<file path="src/rtl/pipe_stage.sv">
// Inter-stage pipeline register with valid/ready handshake, synchronous flush
// and an optional second (skid) entry that keeps in_ready off the out_ready path.
module pipe_stage #(
    parameter int CTRL_W = 5,
    parameter int DATA_W = 106,
    parameter bit SKID   = 1'b1
) (
    input  logic              clock,
    input  logic              reset,
    input  logic              flush,
    input  logic              in_valid,
    output logic              in_ready,
    input  logic [CTRL_W-1:0] in_ctrl,
    input  logic [DATA_W-1:0] in_data,
    output logic              out_valid,
    input  logic              out_ready,
    output logic [CTRL_W-1:0] out_ctrl,
    output logic [DATA_W-1:0] out_data,
    output logic [1:0]        occupancy
);

    typedef struct packed {
        logic [CTRL_W-1:0] ctrl;
        logic [DATA_W-1:0] data;
    } entry_t;

    typedef enum logic [1:0] {
        ST_EMPTY = 2'd0,
        ST_FULL  = 2'd1,
        ST_SKID  = 2'd2
    } state_t;

    state_t state, state_nx;
    entry_t m_ent, s_ent;
    logic   m_valid, s_valid;
    logic   accept, drain;
    logic   load_m_in, load_m_skid, load_s;

    // Entry valid bits are decoded straight from the state register.
    assign m_valid = (state != ST_EMPTY);
    assign s_valid = (state == ST_SKID);

    generate
        if (SKID) begin : g_skid
            assign in_ready = !s_valid;
        end else begin : g_single
            assign in_ready = !m_valid || out_ready;
        end
    endgenerate

    assign accept    = in_valid && in_ready;
    assign drain     = m_valid && out_ready;
    assign out_valid = m_valid;
    assign out_ctrl  = m_valid ? m_ent.ctrl : '0;
    assign out_data  = m_ent.data;
    assign occupancy = {1'b0, m_valid} + {1'b0, s_valid};

    always_comb begin
        state_nx    = state;
        load_m_in   = 1'b0;
        load_m_skid = 1'b0;
        load_s      = 1'b0;
        case (state)
            ST_EMPTY: begin
                if (accept) begin
                    state_nx  = ST_FULL;
                    load_m_in = 1'b1;
                end
            end
            ST_FULL: begin
                // Without a skid entry, accept in FULL always coincides with drain.
                if (accept && drain) begin
                    load_m_in = 1'b1;
                end else if (accept) begin
                    state_nx = ST_SKID;
                    load_s   = 1'b1;
                end else if (drain) begin
                    state_nx = ST_EMPTY;
                end
            end
            ST_SKID: begin
                if (drain) begin
                    state_nx    = ST_FULL;
                    load_m_skid = 1'b1;
                end
            end
            default: state_nx = ST_EMPTY;
        endcase
        // Flush drops everything, including an entry accepted this cycle.
        if (flush) begin
            state_nx    = ST_EMPTY;
            load_m_in   = 1'b0;
            load_m_skid = 1'b0;
            load_s      = 1'b0;
        end
    end

    always_ff @(posedge clock or negedge reset) begin
        if (!reset) begin
            state <= ST_EMPTY;
            m_ent <= '0;
            s_ent <= '0;
        end else begin
            state <= state_nx;
            if (flush) begin
                m_ent.ctrl <= '0;
                s_ent.ctrl <= '0;
            end else begin
                if (load_m_in) begin
                    m_ent.ctrl <= in_ctrl;
                    m_ent.data <= in_data;
                end else if (load_m_skid) begin
                    m_ent <= s_ent;
                end
                if (load_s) begin
                    s_ent.ctrl <= in_ctrl;
                    s_ent.data <= in_data;
                end
            end
        end
    end

endmodule
</file>
<file path="config.mk">
export PLATFORM = sky130hd
export DESIGN_NAME = pipe_stage
export DESIGN_NICKNAME = d
export VERILOG_FILES = /design/src/rtl/pipe_stage.sv
export SDC_FILE = /design/constraint.sdc
export NUM_CORES = 1
export LEC_CHECK = 0
export CAP_MARGIN = 20
export CORE_MARGIN = 2
export CORE_UTILIZATION = 45
export CTS_BUF_LIST = sky130_fd_sc_hd__clkbuf_8
export DETAILED_ROUTE_END_ITERATION = 6
export PLACE_DENSITY = 0.74
export SYNTH_ARGS = -nofsm -noshare
export SYNTH_HDL_FRONTEND = slang
export SYNTH_SLANG_ARGS = --single-unit
</file>
<file path="constraint.sdc">
create_clock -name clock -period 2.4 [get_ports clock]
set_input_delay 0.48 -clock clock [delete_from_list [all_inputs] [get_ports clock]]
set_output_delay 0.48 -clock clock [all_outputs]
set_load 0.02 [all_outputs]
</file>
After elaboration in Yosys (flattened, before gate mapping)
Cells that the tools add are included.
Widths: inputs -> output; s select.
{ "totals": {"register_bits": 224, "inputBits": 116, "output_inout_bits": 115, "elab_cells": 48} }
{ "op_classes": {"addsub": 1, "n_eq_ne": 6, "mux": 23, "bitwise_logic": 1, "n_reduce_logical": 12} }
{ "op_table": {"columns": ["operator", "count"], "rows": [
  ["$mux 111", 3],
  ["$mux 5", 3],
  ["$mux 2", 6],
  ["$mux 1", 9],
  ["$ne 3x3->1 const B", 2],
  ["$pmux 2 s3", 1],
  ["$reduce_bool 2->1", 3],
  ["$ne 4x4->1 const B", 1],
  ["$reduce_and 2->1", 2],
  ["$reduce_and 4->1", 1],
  ["$logic_and 1x1->1", 3],
  ["$ne 3x2->1 const B", 1],
  ["$reduce_bool 3->1", 1],
  ["$add 1x1->2", 1],
  ["$eq 2x1->1 const B", 1],
  ["$eq 2x2->1 const B", 1],
  ["$logic_not 2->1", 1],
  ["$pmux 1 s2", 1],
  ["$logic_not 1->1", 1],
  ["$not 1->1", 1]
]} }

Depth between registers and ports, before layout
Gate-level depths: netlist (run 1).
{ "depth": {"depth_word": 9, "depth_mapped": 6, "mapped_depth_nobuf": 6} }

Least setup slack after synthesis (run 1)
No wires, ideal clock.
{ "synth_timing": {"path_kind": "register -> register", "start": "register state[0]", "end": "register m_ent (netlist bit out_data[67])", "setup_ns": 0.128, "arrival_ns": 1.844, "required_time_ns": 2.272, "path_slack_ns": 0.429, "stages_incl_launch_ff": 6, "n_path_buf": 0, "synth_period_minus_slack_ns": 1.971, "path_cell_list": "dfrtp_1 > nor2_1 > inv_1 > nor3b_1 > mux2_2 > mux2_1"} }
{ "synth_via": {"elab_chain_len": 9, "elab_cells_between_ends": 18, "cone_classes": "2 x eq/ne; 8 x mux; 8 x reduce/logical"} }
{ "synth_rtl": {"columns": ["element", "line_no", "text"], "rows": [
  ["start, declared", "33", "state_t state, state_nx;"],
  ["start signal, assigned", "104", "state <= state_nx;"],
  ["$eq 2x2->1 (*)", "41", "assign s_valid = (state == ST_SKID);"],
  ["$logic_not 1->1 (*)", "45", "assign in_ready = !s_valid;"],
  ["net in_ready", "12", "output logic in_ready,"],
  ["$logic_and 1x1->1 (*)", "51", "assign accept = in_valid && in_ready;"],
  ["$logic_and 1x1->1", "72", "if (accept && drain) begin"],
  ["$mux 1", "72", null],
  ["$pmux 1 s2 (*)", "63", "case (state)"],
  ["$mux 1 (*)", "90", "if (flush) begin"],
  ["$reduce_bool 2->1 (no line)", null, null],
  ["$reduce_and 2->1 (no line)", null, null],
  ["end signal, assigned", "113", "m_ent <= s_ent;"],
  ["end, declared", "34", "entry_t m_ent, s_ent;"]
]} }
The timed path passes the listed nets; every way through them passes the cells marked *.
A chain may end at the register's enable or synchronous reset.

Worst setup path in the final report (run 1)
{ "layout_timing": {"start": "register state[1]", "end": "output out_ctrl[2]"} }
{ "layout_via": {"elab_chain_len": 2} }
{ "layout_rtl": {"columns": ["element", "line_no", "text"], "rows": [
  ["$reduce_bool 2->1", "40", "assign m_valid = (state != ST_EMPTY);"],
  ["$mux 5", "54", "assign out_ctrl = m_valid ? m_ent.ctrl : '0;"],
  ["end, declared", "17", "output logic [CTRL_W-1:0] out_ctrl,"]
]} }
No other way between the ends.

==> results of run 1 <==
## placed cells by master, fill, tap and decap left out, drive strengths merged
cell type,Yosys,final
mux2,323,323
clkdlybuf4s50,0,227
dfrtp,224,224
clkbuf,1,53
buf,142,45
inv,3,14
a22o,10,10
nor2b,6,6
clkinv,0,4
a21oi,4,4
nand2,3,3
nor2,3,3
nor3,3,3
nand2b,2,2
dlygate4sd2,0,2
and2b,1,1
a21o,1,1
nor3b,1,1
nand3b,1,1
o21ai,1,1
a21boi,1,1
dlygate4sd3,0,1
## worst max-delay path: stages (launching register included)
cell and delay (ns):
dfrtp_1 0.46, nor2_4 0.08, nor2b_1 0.11, clkdlybuf4s50_1 0.67
## worst max-delay path by stage
stage	from	end	slack, ns	depth (start not counted)
final	state[1]	out_ctrl[2]	0.09	3
after global routing	state[1]	out_ctrl[0]	0.004	3
after CTS	state[0]	out_ctrl[2]	0.05	3
after detailed placement	in_valid	out_data[18]	-0.08	7
after global placement	in_valid	out_data[29]	-0.02	7
after floorplan	state[0]	out_data[67]	0.43	5
## registers in the layout (all words and copies together) (netlist names)
register	count
m_ent	5
out_data	106
s_ent	111
state	2
## kinds of logic (layout without fill, tap and decap cells)
logic type | Yosys count | after routing
compound gates | 17 | 17
flops | 224 | 224
mux | 323 | 323
simple gates | 20 | 20
buf+inv | 146 | 346
## power by group through the flow
stage | combinational (mW) | clock [mW] | sequential (mW)
after global routing | 4.89 | 3.77 | 5.77
after detailed placement | 4.62 | 0 | 5.66
after CTS | 4.64 | 3.57 | 5.62
after floorplan | 3.55 | 0 | 5.45
after global placement | 4.53 | 0 | 5.61
final | 4.58 | 3.45 | 5.60
## layer usage
layer | GRT usage (%) | vias to the layer above | share of wire, %
met5 | 0 | - | 0
met4 | 5.80 | 0 | 2.3
met3 | 6.28 | 39 | 8.3
met2 | 29.4 | 189 | 46
met1 | 21.9 | 3106 | 43
li1 | - | 2806 | -
## timing repair
item | 4_1_cts | 5_1_grt
hold buffers | 1 | 0
setup endpoints to repair | 6 | 0
hold endpoints to repair | 62 | 0
gates resized for setup | 5 | 0
## metrics by stage
stage	utilization, %	hold WS, ns
after floorplan	-	0.184
after global placement	56.4	0.481
after detailed placement	56.4	0.489
after CTS	59.9	0.501
after global routing	59.9	0.514
final	59.9	0.497
## area by class of cell
class	count	area [µm²]
Clock buffer	53	729
Clock inverter	15	61.3
Fill cell	1818	9140
Inverter	3	11.3
Multi-Input combinational cell	360	3910
Sequential cell	224	5610
Tap cell	313	392
Timing Repair Buffer	275	2930
==> results.py, run 1 <==
metrics = {
    "clock_network": {
        "cts_sinks": 224,
        "cts_buffer_depth": 3,
        "path_clk_slew_ns": 0.06,
        "tritoncts": "done",
        "cts_root_buf": "clkbuf_8",
        "cts_buffers": 39,
        "cts-htree-levels": 2,
        "insertion_delay_ns": 0.52,
        "post_cts_buffers": 0,
    },
    "logic_synthesis": {
        "synthesis.nets": 846,
        "async_flop_share_pct": 100,
        "syn_area_per_cell_um2": 14.4,
        "netlist_area_um2": 10500,
        "yosys.area.top_type": "dfrtp_1",
        "synth.most_common_cell": "mux2_2",
        "synth_xor_area_share_pct": 0,
        "synthAdderAreaFrac_pct": 0,
        "synth_edf_count": 0,
        "syn_inst": 730,
        "synth.top_cells.by_area": "dfrtp_1 (53%), mux2_2 (25%), mux2_1 (9.2%)",
        "yosys-top-cells-count": "mux2_2 (237), dfrtp_1 (224), buf_4 (116)",
        "synth-seq-cells": 224,
        "yosysWarningCount": 0,
        "ys_seq_area_share_pct": 53.2,
        "yosys.area_share.simple_pct": 1.09,
        "synthMuxAreaShare_pct": 34.5,
        "synth_top_area_share_pct": 53.2,
        "synth-compound-area-share_pct": 1.25,
        "synth_top_family_by_area": "multiplexers",
        "synth_flop_cell": "dfrtp_1",
        "synth.distinct_cells": 23,
    },
    "final_layout": {
        "num_antenna_cells": 0,
        "syn_to_final_growth_pct": 29.5,
        "drive_above_1_share_pct": 37.0,
        "nets": 1019,
        "final_area_um2": 13600,
        "fin_cells": 1243,
    },
    "timing": {
        "fin_setup_tns_ns": 0,
        "hold_violations": 0,
        "fmax_mhz": 432,
        "finalSetupViolations": 0,
        "setup_ws_ns": 0.0870,
        "clock_skew_ns": 0.0214,
        "drv_slew": 0,
        "grt_setup_unrepaired": "no",
        "fin_crit_sh_pct": 96.4,
        "tightestPinTransition_ns": 0.571,
        "period_needed_ns": 2.31,
        "relSlewSlack_pct": 62.0,
    },
    "critical_path": {
        "endpoint_kind": "primary output",
        "arrival_ns": 1.83,
        "cp_max_fo": 6,
        "timing.rr.start": "state[1]",
        "rr_endpoint": "out_data[85]",
        "ff2ff_setup_slack_ns": 0.36,
        "crit_required_ns": 1.92,
        "cp-start-kind": "flip-flop",
        "reg2reg_depth": 6,
        "path_class": "flip-flop to primary output",
    },
    "floorplanning": {
        "die-area_um2": 24700,
        "num_rows": 55,
        "die_h_um": 157,
        "core_um2": 22800,
        "fp.dieW_um": 157,
        "ios": 231,
        "start_util_pct": 46.3,
    },
    "detailed_routing": {
        "dr.pass1.iters": 4,
        "drt_iter0_markers": 154,
        "num_vias": 6140,
        "wl_per_cell_um": 17.3,
        "viasPerCell": 4.94,
        "ant_nets": 0,
        "wl_mm": 21.5,
        "drc": 0,
    },
    "placed_design": {
        "placed_cell_area_um2": 12800,
        "place_inst": 1174,
        "numPortBuffers": 230,
        "hpwl_mm": 15.2,
        "dp_slack_ns": -0.0838,
        "gp_congestion": 0.760,
    },
    "power_and_ir_drop": {
        "comb_power_share_pct": 33.6,
        "total_power_mw": 13.6,
        "vdd_drop_max_uv": 711,
        "swShare_pct": 29.6,
        "powerDensity_nw_per_um2": 999,
        "switching_power_mw": 4.03,
        "power.internal_mw": 9.60,
        "pwr-share-clk_pct": 25.3,
        "leakage_nw": 5.87,
        "power_frac_seq_pct": 41.1,
    },
    "global_route": {
        "grt_use_total_pct": 17.8,
        "grt_pass1_wl_mm": 34.8,
        "grt_pass1_vias": 6757,
        "antenna_found_initial": 0,
        "grt-ovfl-total": 0,
        "grt_max_degree": 72,
    },
    "hold_path": {
        "hp-class": "flip-flop to flip-flop",
        "min_from": "s_ent[104]",
        "min_to": "s_ent[104]",
        "min_path_cells": 1,
    },
    "status": {
        "status": "finished clean",
    },
    "flow_run": {
        "max_cap_viol_count": 0,
    },
}
No activity file was read; power rests on OpenSTA's default activity.
==> inputs of run 2 (changes only) <==
==> constraint.sdc (replaced) <==
create_clock -name clock -period 2.3 [get_ports clock]
set_input_delay 0.46 -clock clock [delete_from_list [all_inputs] [get_ports clock]]
set_output_delay 0.46 -clock clock [all_outputs]
set_load 0.02 [all_outputs]
==> run 2 against run 1 <==
Net effect:
- sequential power grew 4.5%
- total power grew 4.3%
- sequential share of layout area grew 0.29 points
- die area is the same
- worst hold slack lost 0.0096 ns
- clock skew shrank 0.0065 ns
- clock-buffer cell count shrank 3
- clock power grew 5.8%
- highest routed layer unchanged
- critical path depth grew 1
- core utilization shrank 0.42 points
- wire length shrank 1.7%
- first-iteration DRC count grew 3.2%
==> results.py, run 2 (same netlist as run 1, synthesis figures left out) <==
metrics = {
    "floorplanning": {
        "start_util_pct": 46.3,
        "die_h_um": 157,
        "die-area_um2": 24700,
        "core_um2": 22800,
        "num_rows": 55,
        "ios": 231,
        "fp.dieW_um": 157,
    },
    "clock_network": {
        "path_clk_slew_ns": 0.06,
        "tritoncts": "done",
        "cts_buffer_depth": 3,
        "insertion_delay_ns": 0.53,
        "cts_root_buf": "clkbuf_8",
        "cts_sinks": 224,
        "cts_buffers": 41,
        "cts-htree-levels": 2,
        "post_cts_buffers": 0,
    },
    "critical_path": {
        "reg2reg_depth": 6,
        "crit_end": "in_ready",
        "crit_required_ns": 1.84,
        "ff2ff_setup_slack_ns": 0.29,
        "path_depth": 4,
        "cp_top_family": "buffers and inverters",
        "setup.worst_path.start": "state[1]",
        "timing.rr.start": "state[1]",
        "slowest_delay_ns": 0.45,
        "cp_max_fo": 5,
        "crit_chain": "inv_1 -> nor2_1 -> inv_1 -> dlygate4sd2_1",
        "rr_endpoint": "out_data[34]",
        "arrival_ns": 1.69,
        "endpoint_kind": "primary output",
        "crit_slowest_cell": "dfrtp_1",
        "crit_top_cell": "inv_1",
        "cp-start-kind": "flip-flop",
        "path_class": "flip-flop to primary output",
        "cp_num_buf_inv": 3,
    },
    "status": {
        "status": "finished clean",
    },
    "final_layout": {
        "final_area_um2": 13500,
        "multiInputGateArea_um2": 3910,
        "layout_commonest_cell": "mux2_2",
        "fin_cells": 1247,
        "drive_above_1_share_pct": 36.6,
        "syn_to_final_growth_pct": 28.6,
        "final_cell_mix": "mux2_2 (237), dfrtp_1 (223), clkdlybuf4s50_1 (221), mux2_1 (86), clkbuf_8 (50)",
        "regMostFlops": "s_ent",
        "nets": 1020,
        "largest_reg_flops": 111,
        "fillers": 1821,
        "seqCellArea_um2": 5610,
        "num_antenna_cells": 0,
    },
    "power_and_ir_drop": {
        "power.internal_mw": 10.0,
        "comb_power_share_pct": 33.2,
        "leakage_nw": 5.88,
        "powerDensity_nw_per_um2": 1050,
        "swShare_pct": 29.5,
        "vdd_drop_max_uv": 646,
        "switching_power_mw": 4.20,
        "power_frac_seq_pct": 41.1,
        "pwr-share-clk_pct": 25.7,
    },
    "detailed_routing": {
        "wl_per_cell_um": 16.9,
        "dr.pass1.iters": 4,
        "ant_nets": 0,
        "wl_mm": 21.1,
        "met3WireLength_mm": 1.67,
        "drt_iter0_markers": 159,
        "drc": 0,
        "top_layer": "met4",
        "met1_length_mm": 9.28,
        "viasPerCell": 4.87,
        "num_vias": 6077,
        "dr_wl_met2_mm": 9.81,
    },
    "timing": {
        "setup_ws_ns": 0.145,
        "relSlewSlack_pct": 68.1,
        "finalSetupViolations": 0,
        "fin_setup_tns_ns": 0,
        "grt_setup_unrepaired": "no",
        "tightestPinTransition_ns": 0.479,
        "hold_violations": 0,
        "period_needed_ns": 2.15,
        "whs_ns": 0.487,
        "clock_skew_ns": 0.0149,
        "fmax_mhz": 464,
        "drv_slew": 0,
        "fin_crit_sh_pct": 93.7,
    },
    "hold_path": {
        "hp-class": "primary input to asynchronous set/reset pin",
    },
    "global_route": {
        "grt_use_total_pct": 17.4,
        "grt-ovfl-total": 0,
        "antenna_found_initial": 0,
        "grt_pass1_vias": 6669,
        "grt_pass1_wl_mm": 33.9,
        "grt_max_degree": 64,
    },
    "placed_design": {
        "dp_slack_ns": -0.142,
        "place_inst": 1173,
        "gp_congestion": 0.749,
        "numPortBuffers": 230,
        "placed_cell_area_um2": 12700,
        "hpwl_mm": 14.7,
    },
    "flow_run": {
        "max_cap_viol_count": 0,
    },
}
[run 2: power groups by stage]
stage	Combinational [mW]	Clock (mW)	Sequential (mW)
after global routing	5.04	3.97	6.02
after detailed placement	4.77	0	5.92
after floorplan	3.71	0	5.69
after global placement	4.69	0	5.86
final	4.72	3.65	5.85
after CTS	4.78	3.79	5.87
[run 2: final cells by class]
cell class                      instances  area share [%]
Multi-Input combinational cell        360            28.9
Timing Repair Buffer                  274            20.8
Inverter                                3          0.0831
Sequential cell                       224            41.4
Clock inverter                         23           0.896
Tap cell                              313            2.89
Clock buffer                           50            5.08
[run 2: through the flow]
stage | util (%) | total power [mW]
after floorplan | - | 9.40
after global placement | 55.9 | 10.6
after detailed placement | 55.9 | 10.7
after CTS | 59.5 | 14.4
after global routing | 59.5 | 15.0
final | 59.5 | 14.2
[run 2: worst min-delay path by stage]
stage                     startpoint      endpoint  slack, ns  cells past startpoint
final                          reset     s_ent[60]       0.49                      2
after global routing           reset  out_data[46]       0.50                      2
after CTS                      reset  out_data[71]       0.47                      2
after detailed placement       reset  out_data[46]       0.44                      1
after global placement         reset  out_data[46]       0.44                      1
after floorplan                reset    m_ent[106]       0.16                      0
[run 2: repair_timing]
action | in CTS | in global routing
hold buffers | 1 | 0
setup endpoints to repair | 8 | 0
resized for setup | 11 | 0
hold endpoints to repair | 54 | 0
[run 2: layer usage]
| metal | track usage [%] | vias to the layer above |
|---|---|---|
| met5 | 0 | - |
| met3 | 6.11 | 30 |
| met4 | 5.71 | 0 |
| li1 | - | 2816 |
| met2 | 27.9 | 173 |
| met1 | 22.0 | 3058 |
